File: src/rtl/branch_ctrl.sv
// branch_ctrl: multi-cycle MIPS conditional-branch controller with delay-slot wait and redirect handshake
module branch_ctrl (
    input  logic        clk,
    input  logic        rst,
    input  logic        iValid,
    output logic        oReady,
    input  logic [2:0]  iOp,
    input  logic [31:0] iPc,
    input  logic [15:0] iImm,
    input  logic [31:0] iRs,
    input  logic [31:0] iRt,
    input  logic        iSlotDone,
    input  logic        iFlush,
    output logic        oRedirValid,
    input  logic        iRedirReady,
    output logic [31:0] oRedirPc,
    output logic        oTaken,
    output logic        oBusy,
    output logic [15:0] oBrCnt,
    output logic [15:0] oTakenCnt
);
    typedef enum logic [1:0] {IDLE, EVAL, DSLOT, REDIR} state_t;
    state_t      state;
    logic [2:0]  op;
    logic [31:0] pc, rs, rt, target;
    logic [15:0] imm;
    logic        cond;
    assign target = pc + 32'd4 + {{14{imm[15]}}, imm, 2'b00};
    // branch condition on the latched operands; illegal opcodes are never taken
    always_comb begin
        cond = op == 3'd0 ? rs == rt :
               op == 3'd1 ? rs != rt :
               op == 3'd2 ? $signed(rs) <= 32'sd0 :
               op == 3'd3 ? $signed(rs) >  32'sd0 :
               op == 3'd4 ? $signed(rs) <  32'sd0 :
               op == 3'd5 ? $signed(rs) >= 32'sd0 : 1'b0;
    end
    // FSM with registered handshake/status outputs; flush always returns to IDLE without a redirect
    always_ff @(posedge clk) begin
        if (rst) begin
            state       <= IDLE;
            oReady      <= 1'b1;
            oBusy       <= 1'b0;
            oRedirValid <= 1'b0;
            oTaken      <= 1'b0;
            oRedirPc    <= 32'd0;
            oBrCnt      <= 16'd0;
            oTakenCnt   <= 16'd0;
        end else begin
            case (state)
                IDLE: if (iValid && !iFlush) begin
                    op     <= iOp;
                    pc     <= iPc;
                    imm    <= iImm;
                    rs     <= iRs;
                    rt     <= iRt;
                    state  <= EVAL;
                    oReady <= 1'b0;
                    oBusy  <= 1'b1;
                end
                EVAL: if (iFlush) begin
                    state  <= IDLE;
                    oReady <= 1'b1;
                    oBusy  <= 1'b0;
                end else begin
                    oTaken    <= cond;
                    oRedirPc  <= target;
                    oBrCnt    <= oBrCnt + {15'd0, ~&oBrCnt};
                    oTakenCnt <= oTakenCnt + {15'd0, cond & ~&oTakenCnt};
                    state     <= cond ? DSLOT : IDLE;
                    oReady    <= !cond;
                    oBusy     <= cond;
                end
                DSLOT: if (iFlush) begin
                    state  <= IDLE;
                    oReady <= 1'b1;
                    oBusy  <= 1'b0;
                end else if (iSlotDone) begin
                    state       <= REDIR;
                    oRedirValid <= 1'b1;
                end
                REDIR: if (iFlush || iRedirReady) begin
                    state       <= IDLE;
                    oRedirValid <= 1'b0;
                    oReady      <= 1'b1;
                    oBusy       <= 1'b0;
                end
            endcase
        end
    end
endmodule

File: config.mk
export PLATFORM = sky130hd
export DESIGN_NAME = branch_ctrl
export DESIGN_NICKNAME = d
export VERILOG_FILES = /design/src/rtl/branch_ctrl.sv
export SDC_FILE = /design/constraint.sdc
export NUM_CORES = 1
export LEC_CHECK = 0
export ABC_AREA = 1
export CAP_MARGIN = 0
export CORE_ASPECT_RATIO = 0.7
export CORE_MARGIN = 2
export CORE_UTILIZATION = 45
export DETAILED_ROUTE_END_ITERATION = 8
export GPL_TIMING_DRIVEN = 0
export PLACE_DENSITY_LB_ADDON = 0.12
export SLEW_MARGIN = 20
export SYNTH_ARGS = -nofsm -noshare
export SYNTH_HDL_FRONTEND = slang
export SYNTH_SLANG_ARGS = --single-unit
File: constraint.sdc
create_clock -name clk -period 18.9 [get_ports clk]
set_clock_uncertainty 0.2 [all_clocks]
set_input_delay 2.835 -clock clk [delete_from_list [all_inputs] [get_ports clk]]
set_output_delay 2.835 -clock clk [all_outputs]
set_load 0.05 [all_outputs]
==> reports/metrics.csv <==
metric,value,unit
Power Density,93.9,nW/um2
met3 GRT Util,0.0433,
Die Y,124,um
Antenna Nets Post-Route,0,
Die Width,176,um
status,"complete, no violations",
"Clk Latency, worst-skew pair",0.44,ns
post-synthesis area per instance,8.90,um2
first-pass GRT wire length,36900,um
CTS tree,built,
Crit. End Element,flop,
"Cell Chain, Critical Path",clkdlybuf4s50_1 > inv_2 > nand2_1 > nor4_2 > buf_2 > buf_2 > buf_2 > buf_2 > buf_2 > buf_2 > buf_2 > buf_2,
Syn Nets,1226,
vias in the first global route,7070,
area delta synth->final,31.5,%
DP HPWL,18700,um
Leakage Power,5.06,nW
number of synthesized register bits,185,
Hold Slack,0.261,ns
Area contributors post-synth,"edfxtp_1 37%, dfxtp_1 15%, nand2_1 8.7%",
max_cap viols,0,
Final #Nets,1450,
"Seq/Total Area, Yosys",0.523,
GRT Total Usage,0.222,
clk slew on worst S/H paths,0.08,ns
Slew HR,0.503,
"commonest non-fill, non-tap cells in the layout","214 x nand2_1, 187 x clkdlybuf4s50_1, 147 x nor2_1",
Setup-failing EPs final,0,
Routed WL,23600,um
design area,12200,um2
post-CTS setup buffers,0,
Root Driver,clkbuf_16,
FILL cells,1766,
core footprint,20000,um2
CP dominant cell by count,buf_2,
met1 usage,0.346,
cts hold-fix bufs,0,
share of cells above drive strength 1,0.0539,
period utilization,0.315,
Peak VDD IR,0.0000565,V
largest net degree at the start of global routing,20,
die area,21800,um2
"commonest non-fill, non-tap cell in the layout",nand2_1,
post-synth top area share,0.372,
Worst Tran Pin Value,0.746,ns
# rows,43,
critical path arrival,5.90,ns
Syn Inst Count,1043,
via/cell ratio,4.93,
placed cell areas,11600,um2
"CP delay by family, top",buffers and inverters,
critical path startpoint category,input pin,
"critical path fanouts, max",8,
number of port buffers,187,
CP Class,in2reg,
Diodes inserted,0,
Synth cell types,40,
Fmax,168,MHz
clk sinks,185,
Yosys warnings,0,
met2 usage,0.315,
CTS Buf Count,17,
GRT busiest layer,met1,
Final GP Congestion,0.937,
Ports,189,
Synth area leader,edfxtp_1,
Fin. Hold Viols,0,
grt ovf,0,
Post-Syn Area,9280,um2
initial antenna violation count,0,
Final Max Slew Viols,0,
Critical Path Max Stage Delay,0.51,ns
drt wl/cell,15.2,um
RSZ-0062 raised after global routing,false,
starting density of the core,0.464,
setup_tns,0,ns
crit path time final,5.96,ns
Worst path slowest cell,clkdlybuf4s50_1,
clock buffer depth,2,
"Req. time, crit path",18.84,ns
DP Cell Count,1518,
Residual DRC,0,
number of buffers and inverters on the critical path,10,
# H-tree levels,4,
Non-Filler Instances,1550,
DR iter-0 viols,601,
DRT Pass-1 Iters,6,
total vias in the final route,7641,
Post-CTS Resized,0,
worst hold path class,reg2reg,
## kinds of logic after synthesis
group	share of synthesized area
compound gates	0.0838
flops	0.523
fa+ha+maj	0.0844
simple gates	0.220
buf+inv	0.0578
xor+xnor	0.0311
## metrics by stage
| stage | power (W) | utilization | setup slack (ns) |
|---|---|---|---|
| after floorplan | 0.000676 | - | 3.73 |
| after global placement | 0.000782 | 0.574 | -0.956 |
| after detailed placement | 0.000779 | 0.579 | 12.45 |
| after CTS | 0.00115 | 0.610 | 12.92 |
| after global routing | 0.00120 | 0.610 | 12.63 |
| final | 0.00115 | 0.610 | 12.94 |
## flip-flops by register name, indices dropped and copies added (netlist names), 2 cells and up
signal / count
op: 3
pc: 32
rt: 32
oTakenCnt: 16
state: 2
imm: 16
oBrCnt: 16
oRedirPc: 32
rs: 32
## final cells by class
type / instances / area (um2) / area share
multi-input cells: 718 / 3900 / 0.319
well taps: 270 / 338 / 0.0277
clock inverters: 15 / 190 / 0.0156
flip-flops and latches: 185 / 4850 / 0.398
repair buffers: 205 / 1960 / 0.161
plain buffers: 16 / 71.3 / 0.00584
inverters: 124 / 465 / 0.0381
clock buffers: 17 / 425 / 0.0349
## tightest hold or removal path: stages, from the launching register on
cell	delay, ns
dfxtp_1	0.31
nand2_1	0.06
a21oi_1	0.05
## routing by layer
layer | wire length, um | vias up
met2 | 9570 | 224
met3 | 1440 | 13
met1 | 12400 | 3464
met4 | 171 | 0
li1 | - | 3940
met5 | 0 | -
## worst paths after layout
kind,depth (start not counted),slack (ns),to,from
min reg2reg,2,0.26,oRedirValid,oRedirValid
max reg2reg,17,15.38,oTakenCnt[14],rs[20]
max,12,12.94,pc[2],iFlush
min,2,0.26,oRedirValid,oRedirValid
## synth_stat cells, drive strengths merged
cell	count
o221a	1
a21o	2
a211oi	1
nand4	18
o21bai	4
a21oi	66
nor3	20
dfxtp	70
clkbuf	14
or2	1
nand2	215
o211a	1
o21ai	66
nand3b	1
nand3	62
edfxtp	115
xnor2	17
and3	1
o21a	3
nor4	4
ha	61
inv	124
nor3b	2
buf	2
a31oi	1
o211ai	2
fa	1
xor2	16
nor2	152
## where the power goes
group / internal, W / switching (W) / total, W / leakage [nW]
Clock: 0.000202 / 0.000172 / 0.000374 / 0.295
Combinational: 0.000104 / 0.000184 / 0.000288 / 3.15
Sequential: 0.000464 / 0.0000197 / 0.000484 / 1.62
(Power assumes the default switching activity.)
